==> config.mk <==
export PLATFORM = sky130hd
export DESIGN_NAME = and1_xor1
export DESIGN_NICKNAME = d
export VERILOG_FILES = /design/src/rtl/and1_xor1.sv
export SDC_FILE = /design/constraint.sdc
export NUM_CORES = 1
export LEC_CHECK = 0
export CORE_MARGIN = 8
export CORE_UTILIZATION = 45
export CTS_CLUSTER_SIZE = 28
export DETAILED_ROUTE_END_ITERATION = 10
export PLACE_DENSITY = 0.77
export SLEW_MARGIN = 20
export SYNTH_ARGS = -nofsm -noshare
export SYNTH_HDL_FRONTEND = slang
export SYNTH_SLANG_ARGS = --single-unit
==> constraint.sdc <==
create_clock -name clk -period 2.05 [get_ports clk]
set_input_delay 0.615 -clock clk [delete_from_list [all_inputs] [get_ports clk]]
set_output_delay 0.615 -clock clk [all_outputs]
set_load 0.03 [all_outputs]
==> src/rtl/and1_xor1.sv <==
// Single-entry registered half-adder stage. Each accepted operand pair yields a
// per-bit sum (XOR) and carry (AND) one clock later, with a count of accepted pairs.
module and1_xor1 #(
   parameter int WIDTH = 1,
   parameter int CNT_W = 16
) (
   input  logic             clk,
   input  logic             rst_n,
   input  logic             in_valid,
   output logic             in_ready,
   input  logic [WIDTH-1:0] a,
   input  logic [WIDTH-1:0] b,
   output logic             out_valid,
   input  logic             out_ready,
   output logic [WIDTH-1:0] y_xor,
   output logic [WIDTH-1:0] y_and,
   output logic [CNT_W-1:0] op_count
);

   logic             vld_p1;
   logic [WIDTH-1:0] xor_p1;
   logic [WIDTH-1:0] and_p1;
   logic [CNT_W-1:0] cnt_p1;
   logic             accept_p0;

   // Per-bit half adder: no carry ever crosses a bit boundary.
   function automatic logic [WIDTH-1:0] half_sum(input logic [WIDTH-1:0] x,
                                                 input logic [WIDTH-1:0] y);
      return x ^ y;
   endfunction

   function automatic logic [WIDTH-1:0] half_carry(input logic [WIDTH-1:0] x,
                                                   input logic [WIDTH-1:0] y);
      return x & y;
   endfunction

   // The slot is free when empty or being drained this cycle.
   always_comb begin
      in_ready  = !vld_p1 || out_ready;
      accept_p0 = in_valid && in_ready;
   end

   // p0 -> p1 boundary
   always_ff @(posedge clk) begin
      if (!rst_n) begin
         vld_p1 <= 1'b0;
         xor_p1 <= '0;
         and_p1 <= '0;
         cnt_p1 <= '0;
      end else if (accept_p0) begin
         vld_p1 <= 1'b1;
         xor_p1 <= half_sum(a, b);
         and_p1 <= half_carry(a, b);
         cnt_p1 <= cnt_p1 + CNT_W'(1);
      end else if (out_ready) begin
         vld_p1 <= 1'b0;
      end
   end

   assign out_valid = vld_p1;
   assign y_xor     = xor_p1;
   assign y_and     = and_p1;
   assign op_count  = cnt_p1;

endmodule

---- Yosys cells after proc, flatten, opt, wreduce, memory -nomap -nowiden ----
Cells that the tools add are included.
cells by class
  add/sub/neg operators ................... 1
  mux-type cells .......................... 2
  bitwise operators ....................... 2
  reductions and logical operators ........ 4
operators with widths
  cell                   count
  $add 16x1->16 const B  1
  $mux 1                 2
  $reduce_bool 2->1      1
  $and 1x1->1            1
  $logic_and 1x1->1      1
  $logic_not 1->1        1
  $logic_or 1x1->1       1
  $xor 1x1->1            1
word-level totals
  bits in registers ....................... 19
  input port bits ......................... 6
  output and inout bits ................... 20
  logic and storage cells ................. 13

---- Depth between registers and ports, before layout ----
Gate-level depths: netlist of the first run.
  word-level depth ........................ 4
  gate-level depth with buffers ........... 5
  gate-level depth less buffers ........... 5

---- Worst setup path before layout of the first run ----
Ideal clock, no wire load.
  path type ............................... input port to flip-flop
  from .................................... input port out_ready
  to ...................................... register cnt_p1[12] (netlist: op_count[12])
  setup time .............................. 70 ps
  arrival ................................. 1875 ps
  required time ........................... 1980 ps
  setup slack ............................. 104 ps
  stages on the path ...................... 5
  path through ............................ nand2b_1 -> buf_2 -> nand3_1 -> or4_1 -> a21oi_1
between the ends
  longest elaborated chain between the ends .. 2
RTL lines
  what                  line  text
  start, declared       14    input logic out_ready,
  $logic_or 1x1->1      39    in_ready = !vld_p1 || out_ready;
  via in_ready          10    output logic in_ready,
  $logic_and 1x1->1     40    accept_p0 = in_valid && in_ready;
  end signal, assigned  54    cnt_p1 <= cnt_p1 + CNT_W'(1);
  end, declared         23    logic [CNT_W-1:0] cnt_p1;
The timed path passes the listed nets, and every way through them passes these cells.
A chain may end at the register's enable or synchronous reset.

---- Worst setup path after layout of the first run ----
  from .................................... register cnt_p1[14] (netlist: op_count[14])
  to ...................................... output port op_count[14]
RTL lines
  what           line  text
  end, declared  17    output logic [CNT_W-1:0] op_count
No word-level cell between the ends.

==> qor.csv, run 1 <==
metric,value,unit
status,"finished, final reports clean",
drv_cap,0,
cp.required,1.43,ns
end_kind,output pin,
totalPowerFinal,648,µW
yosysMostFrequentCell,dfxtp_1,
reg2reg_from,op_count[3]$_SDFFE_PN0P_,
p_leak,0.000570,µW
wire_per_inst,13.5,µm
fin_crit_sh,97.0,%
wl_met1,952,µm
synth_edf_count,0,
clock_latency,0.30,ns
grt_overflow_total,0,
multi_input_area,472,µm²
avgSynthCellArea,8.88,µm²
vias,839,
fillers,175,
final_antenna_net_count,0,
finalNetCount,140,
r2r_end,op_count[15]$_SDFFE_PN0P_,
slew_violations,0,
place.gp.congestion,0.762,
grt_pass1_wl,3480,µm
wl_met2,1110,µm
critPathMaxStageDelay,0.69,ns
fin_crit,1.99,ns
crit_chain,clkdlybuf4s50_1,
met3_wirelength,56,µm
post-place-ws,-0.222,ns
netlist_area,880,µm²
ys_async_sr_fraction,0,%
hold_slack,0.469,ns
synth_nets,107,
cts_tree,built,
r2r_slack,0.29,ns
synth_seq_area_share,43.2,%
clock_sinks,19,
grt_use_total,12.5,%
first_global_vias,825,
layout-drive-gt1-share,15.3,%
arrival,1.37,ns
die_area,3630,µm²
start_kind,register,
die_w,60.2,µm
crit_family,buffers and inverters,
hold_viol,0,
core.rowCount,16,
first_pass_iters,4,
synthFlopType,dfxtp_1,
cts-root-buf,clkbuf_4,
ioPinCount,26,
synth.top_cell.area_share,43.2,%
grt_max_degree,18,
finalWirelength,2130,µm
post-route-drc-count,0,
yosys-top-cells-count,"dfxtp_1 (19), a21oi_1 (14), nand2_1 (10), nand3_1 (7), o21ai_0 (7)",
finalInstanceArea,1240,µm²
htree_levels,1,
cts_post_setup_buffers_inserted,0,
area_growth,41.3,%
netlist.top_cell.by_area,dfxtp_1,
critPathMaxFanout,4,
ys_seq_elements,19,
powerDensity,522,nW/µm²
fmax,503,MHz
crit_slowest_cell,clkdlybuf4s50_1,
fin_worst_skew,0.00793,ns
tightest_slew,0.343,ns
io_buffers,25,
coreArea,1900,µm²
final_core_util,65.3,%
synth.area.top_cells,"dfxtp_1 (43%), a21oi_1 (8.0%), nand4_4 (4.8%)",
setup_violations,0,
cts_buffer_depth,2,
rsz0062_at_grt,false,
min_from,y_xor$_SDFFE_PN0P_,
syn_inst,99,
criticalPathCategory,register to output pin,
timing.final.ws_setup,0.0610,ns
yosysWarnings,0,
critPathBufInv,1,
min_path_cells,2,
numCtsBuffers,3,
place_area,1190,µm²
seqCellArea,380,µm²
synth_cell_types,28,
highest_layer,met4,
path_clk_slew,0.11,ns
start_util,46.3,%
vdd_ir_drop_max,0.421,mV
antenna_found_initial,0,
min_to,y_xor$_SDFFE_PN0P_,
r2r_cells,4,
via_per_inst,5.31,
dieHeight,60.2,µm
hp-class,register to register,
diodes,0,
drtIter0Drc,11,
dp_hpwl,1630,µm
slew_headroom,77.1,%
ctsHoldBuffers,0,
worst min-delay path, stage by stage, from the launching register on:
cell,delay [ns]
dfxtp_1,0.33
nand2_1,0.05
a21oi_1,0.06
worst max path at each step:
stage                                   start  cells after the start  slack, ns                   endpoint
floorplan                           out_ready                      5       0.10  op_count[12]$_SDFFE_PN0P_
global placement                    out_ready                      5      -0.13  op_count[12]$_SDFFE_PN0P_
detailed placement                   in_valid                      6      -0.22   op_count[8]$_SDFFE_PN0P_
CTS                  op_count[4]$_SDFFE_PN0P_                      1      0.002                op_count[4]
global route        op_count[14]$_SDFFE_PN0P_                      1      0.008               op_count[14]
finish              op_count[14]$_SDFFE_PN0P_                      1       0.06               op_count[14]
area by class of cell:
type / instances / share of cell area, %
multi-input combinational: 72 / 38.0
sequential: 19 / 30.6
timing repair buffer: 33 / 25.6
tap: 27 / 2.72
clock buffer: 3 / 1.81
inverter: 3 / 0.906
clock inverter: 1 / 0.403
layer usage:
layer | GRT usage, % | up-vias
li1 | - | 418
met1 | 13.6 | 402
met3 | 2.58 | 2
met2 | 22.0 | 17
met4 | 6.46 | 0
met5 | 0 | -
timing repair:
| action | 4_1_cts | 5_1_grt |
|---|---|---|
| pin swaps | 0 | 0 |
| setup endpoints to repair | 8 | 6 |
| resized for setup | 11 | 6 |
| hold endpoints to repair | 0 | 0 |
cell usage in the layout (no fill, tap or decap), drive strengths merged, types with 4 or more instances in the layout:
cell type,n
dfxtp,19
a21oi,14
clkdlybuf4s50,11
nand2,10
buf,9
dlygate4sd2,8
o21ai,7
nand3,7
or3,6
dlymetal6s2s,5
nand4,4
flip-flops by register name, indices dropped and copies added, names as in the netlist:
name and cells:
y_and 1, op_count 16, out_valid 1, y_xor 1
cell families after synthesis:
kind of cell / synth area share, %
buffers and inverters: 4.55
adders and majority gates: 2.84
AOI/OAI and AO/OA: 14.5
DFF: 43.2
xor gates and xnor gates: 4.98
and+or+nand+nor: 29.9
report_power, final:
group	switching (µW)	internal, µW	total [µW]
clock	117	72.6	189
sequential	7.22	377	384
combinational	41.2	34.2	75.4
through the flow:
stage	setup TNS, ns	instances
final	0	158
after global placement	-0.983	154
after floorplan	0	99
after global routing	0	158
after detailed placement	-1.50	154
after CTS	0	158
(Power assumes the default switching activity.)
==> run 2: changes to the inputs <==
--- a/config.mk
+++ b/config.mk
@@ -14,3 +14,4 @@
 export SYNTH_ARGS = -nofsm -noshare
 export SYNTH_HDL_FRONTEND = slang
 export SYNTH_SLANG_ARGS = --single-unit
+export TNS_END_PERCENT = 10
==> run 2 against run 1 <==
  * Via count rose by 1.7%
  * Sequential power is essentially flat
  * Die area unchanged
  * First-iteration DRC count rose by 91%
  * Worst hold slack worse by 0.0036 ns
  * Count of clock-buffer cells in the layout stayed put
  * Highest routed layer unchanged
  * Global-route usage is the same
  * Final area up 1.5%
  * Clock skew shrank 0.0028 ns
  * Combinational power rose by 6.4%
  * Clock power about the same
==> qor.csv, run 2 (same netlist as run 1, synthesis figures left out) <==
metric,value,unit,change
final_cell_mix,"dfxtp_1 (19), a21oi_1 (14), clkdlybuf4s50_1 (11), nand2_1 (10), buf_4 (9)",,
dp_hpwl,1630,µm,unchanged
cp.required,1.43,ns,about the same
start_kind,register,,
place.gp.congestion,0.762,,unchanged
grt_overflow_total,0,,unchanged
numCtsBuffers,3,,unchanged
layout-drive-gt1-share,16.5,%,+1.3 points
first_pass_iters,4,,unchanged
fin_crit_sh,97.1,%,about the same
layout_commonest_cell,dfxtp_1,,
area_growth,43.4,%,
hp-class,register to register,,
path_clk_slew,0.11,ns,about the same
cts_tree,built,,
io_buffers,25,,unchanged
slew_headroom,77.3,%,+0.14 points
antenna_found_initial,0,,unchanged
dp_cells,154,,unchanged
crit_chain,clkdlybuf4s50_1,,
final_cells,160,,+1.3%
slew_violations,0,,unchanged
largest_reg_flops,16,,unchanged
core.rowCount,16,,unchanged
coreArea,1900,µm²,unchanged
grt_max_degree,18,,unchanged
fmax,502,MHz,about the same
clock_latency,0.30,ns,about the same
drtIter0Drc,21,,+10
fin_crit,1.99,ns,+0.00135 ns
tightest_slew,0.341,ns,-0.00209 ns
hold_slack,0.466,ns,-0.00359 ns
critPathMaxFanout,4,,unchanged
cts_buffer_depth,2,,unchanged
post-place-ws,-0.222,ns,unchanged
drv_cap,0,,unchanged
status,"finished, final reports clean",,
ioPinCount,26,,unchanged
wire_per_inst,14.1,µm,+4.8%
arrival,1.38,ns,about the same
critPathBufInv,1,,unchanged
crit_family,buffers and inverters,,
timing.final.ws_setup,0.0597,ns,-0.00135 ns
powerDensity,519,nW/µm²,-0.61%
cts-root-buf,clkbuf_4,,
fillers,170,,-2.9%
hold_viol,0,,unchanged
die_w,60.2,µm,unchanged
via_per_inst,5.33,,+0.40%
dieHeight,60.2,µm,unchanged
finalNetCount,142,,+1.4%
crit_slowest_cell,clkdlybuf4s50_1,,
first_global_vias,825,,unchanged
finalWirelength,2260,µm,+6.1%
grt_pass1_wl,3480,µm,unchanged
setup_violations,0,,unchanged
diodes,0,,unchanged
die_area,3630,µm²,unchanged
fin_worst_skew,0.00515,ns,-0.00278 ns
htree_levels,1,,unchanged
start_util,46.3,%,unchanged
post-route-drc-count,0,,unchanged
vias,853,,+1.7%
criticalPathCategory,register to output pin,,
rsz0062_at_grt,false,,
end_kind,output pin,,
p_leak,0.000587,µW,+2.9%
final_antenna_net_count,0,,unchanged
ctsHoldBuffers,0,,unchanged
grt_use_total,12.5,%,unchanged
critPathMaxStageDelay,0.69,ns,about the same
vdd_ir_drop_max,0.421,mV,about the same
clock_sinks,19,,unchanged
run 2: changes by cell type in the layout (fill, tap and decap cells not counted):
cell | before | now
buf_4 | 7 | 9
dlygate4sd2_1 | 8 | 7
dlymetal6s2s_1 | 5 | 6
run 2: path summary, 6_finish.rpt:
path                             start                        end  slack, ns  cells after the start
min                 y_xor$_SDFFE_PN0P_         y_xor$_SDFFE_PN0P_       0.47                      2
max          op_count[14]$_SDFFE_PN0P_               op_count[14]       0.06                      1
min reg2reg         y_xor$_SDFFE_PN0P_         y_xor$_SDFFE_PN0P_       0.47                      2
max reg2reg   op_count[3]$_SDFFE_PN0P_  op_count[15]$_SDFFE_PN0P_       0.29                      4
run 2: repair_timing:
| action | 4_1_cts | 5_1_grt |
|---|---|---|
| resized for setup | 10 | 7 |
| setup endpoints to repair | 8 | 7 |
| gates cloned | 0 | 0 |
| endpoints found under the hold margin | 0 | 0 |
| setup buffers | 0 | 2 |
run 2: report_power, final:
part / total [µW] / internal (µW) / switching [µW]
Clock: 189 / 72.7 / 117
Combinational: 80.2 / 37.2 / 43.0
Sequential: 384 / 377 / 7.86
Total: 654 / 487 / 168
run 2: final cells by class:
cell class | count | area, µm² | area share, %
inverters | 3 | 11.3 | 0.893
clock inverters | 1 | 5.00 | 0.397
well taps | 27 | 33.8 | 2.68
multi-input cells | 72 | 472 | 37.4
clock buffers | 3 | 22.5 | 1.79
repair buffers | 35 | 337 | 26.7
flip-flops and latches | 19 | 380 | 30.2
run 2: through the flow:
stage | power [µW] | setup TNS (ns) | utilization [%] | area [µm²]
floorplan | 430 | 0 | - | 880
global placement | 465 | -0.983 | 62.7 | 1190
detailed placement | 466 | -1.50 | 62.7 | 1190
CTS | 657 | -0.0270 | 64.5 | 1230
global route | 683 | 0 | 66.3 | 1260
finish | 654 | 0 | 66.3 | 1260
run 2: worst register-to-register path, cell delays in order (launching register included):
cell,delay (ns)
dfxtp_1,0.45
and4_1,0.43
nand4_4,0.17
or4_1,0.52
a21oi_1,0.14
run 2: metal layers:
layer	part of all wire [%]	global-route usage (%)	vias up
li1	-	-	422
met2	51	22.0	26
met1	43	13.6	400
met3	3.6	2.58	5
met4	1.6	6.46	0
met5	0	0	-
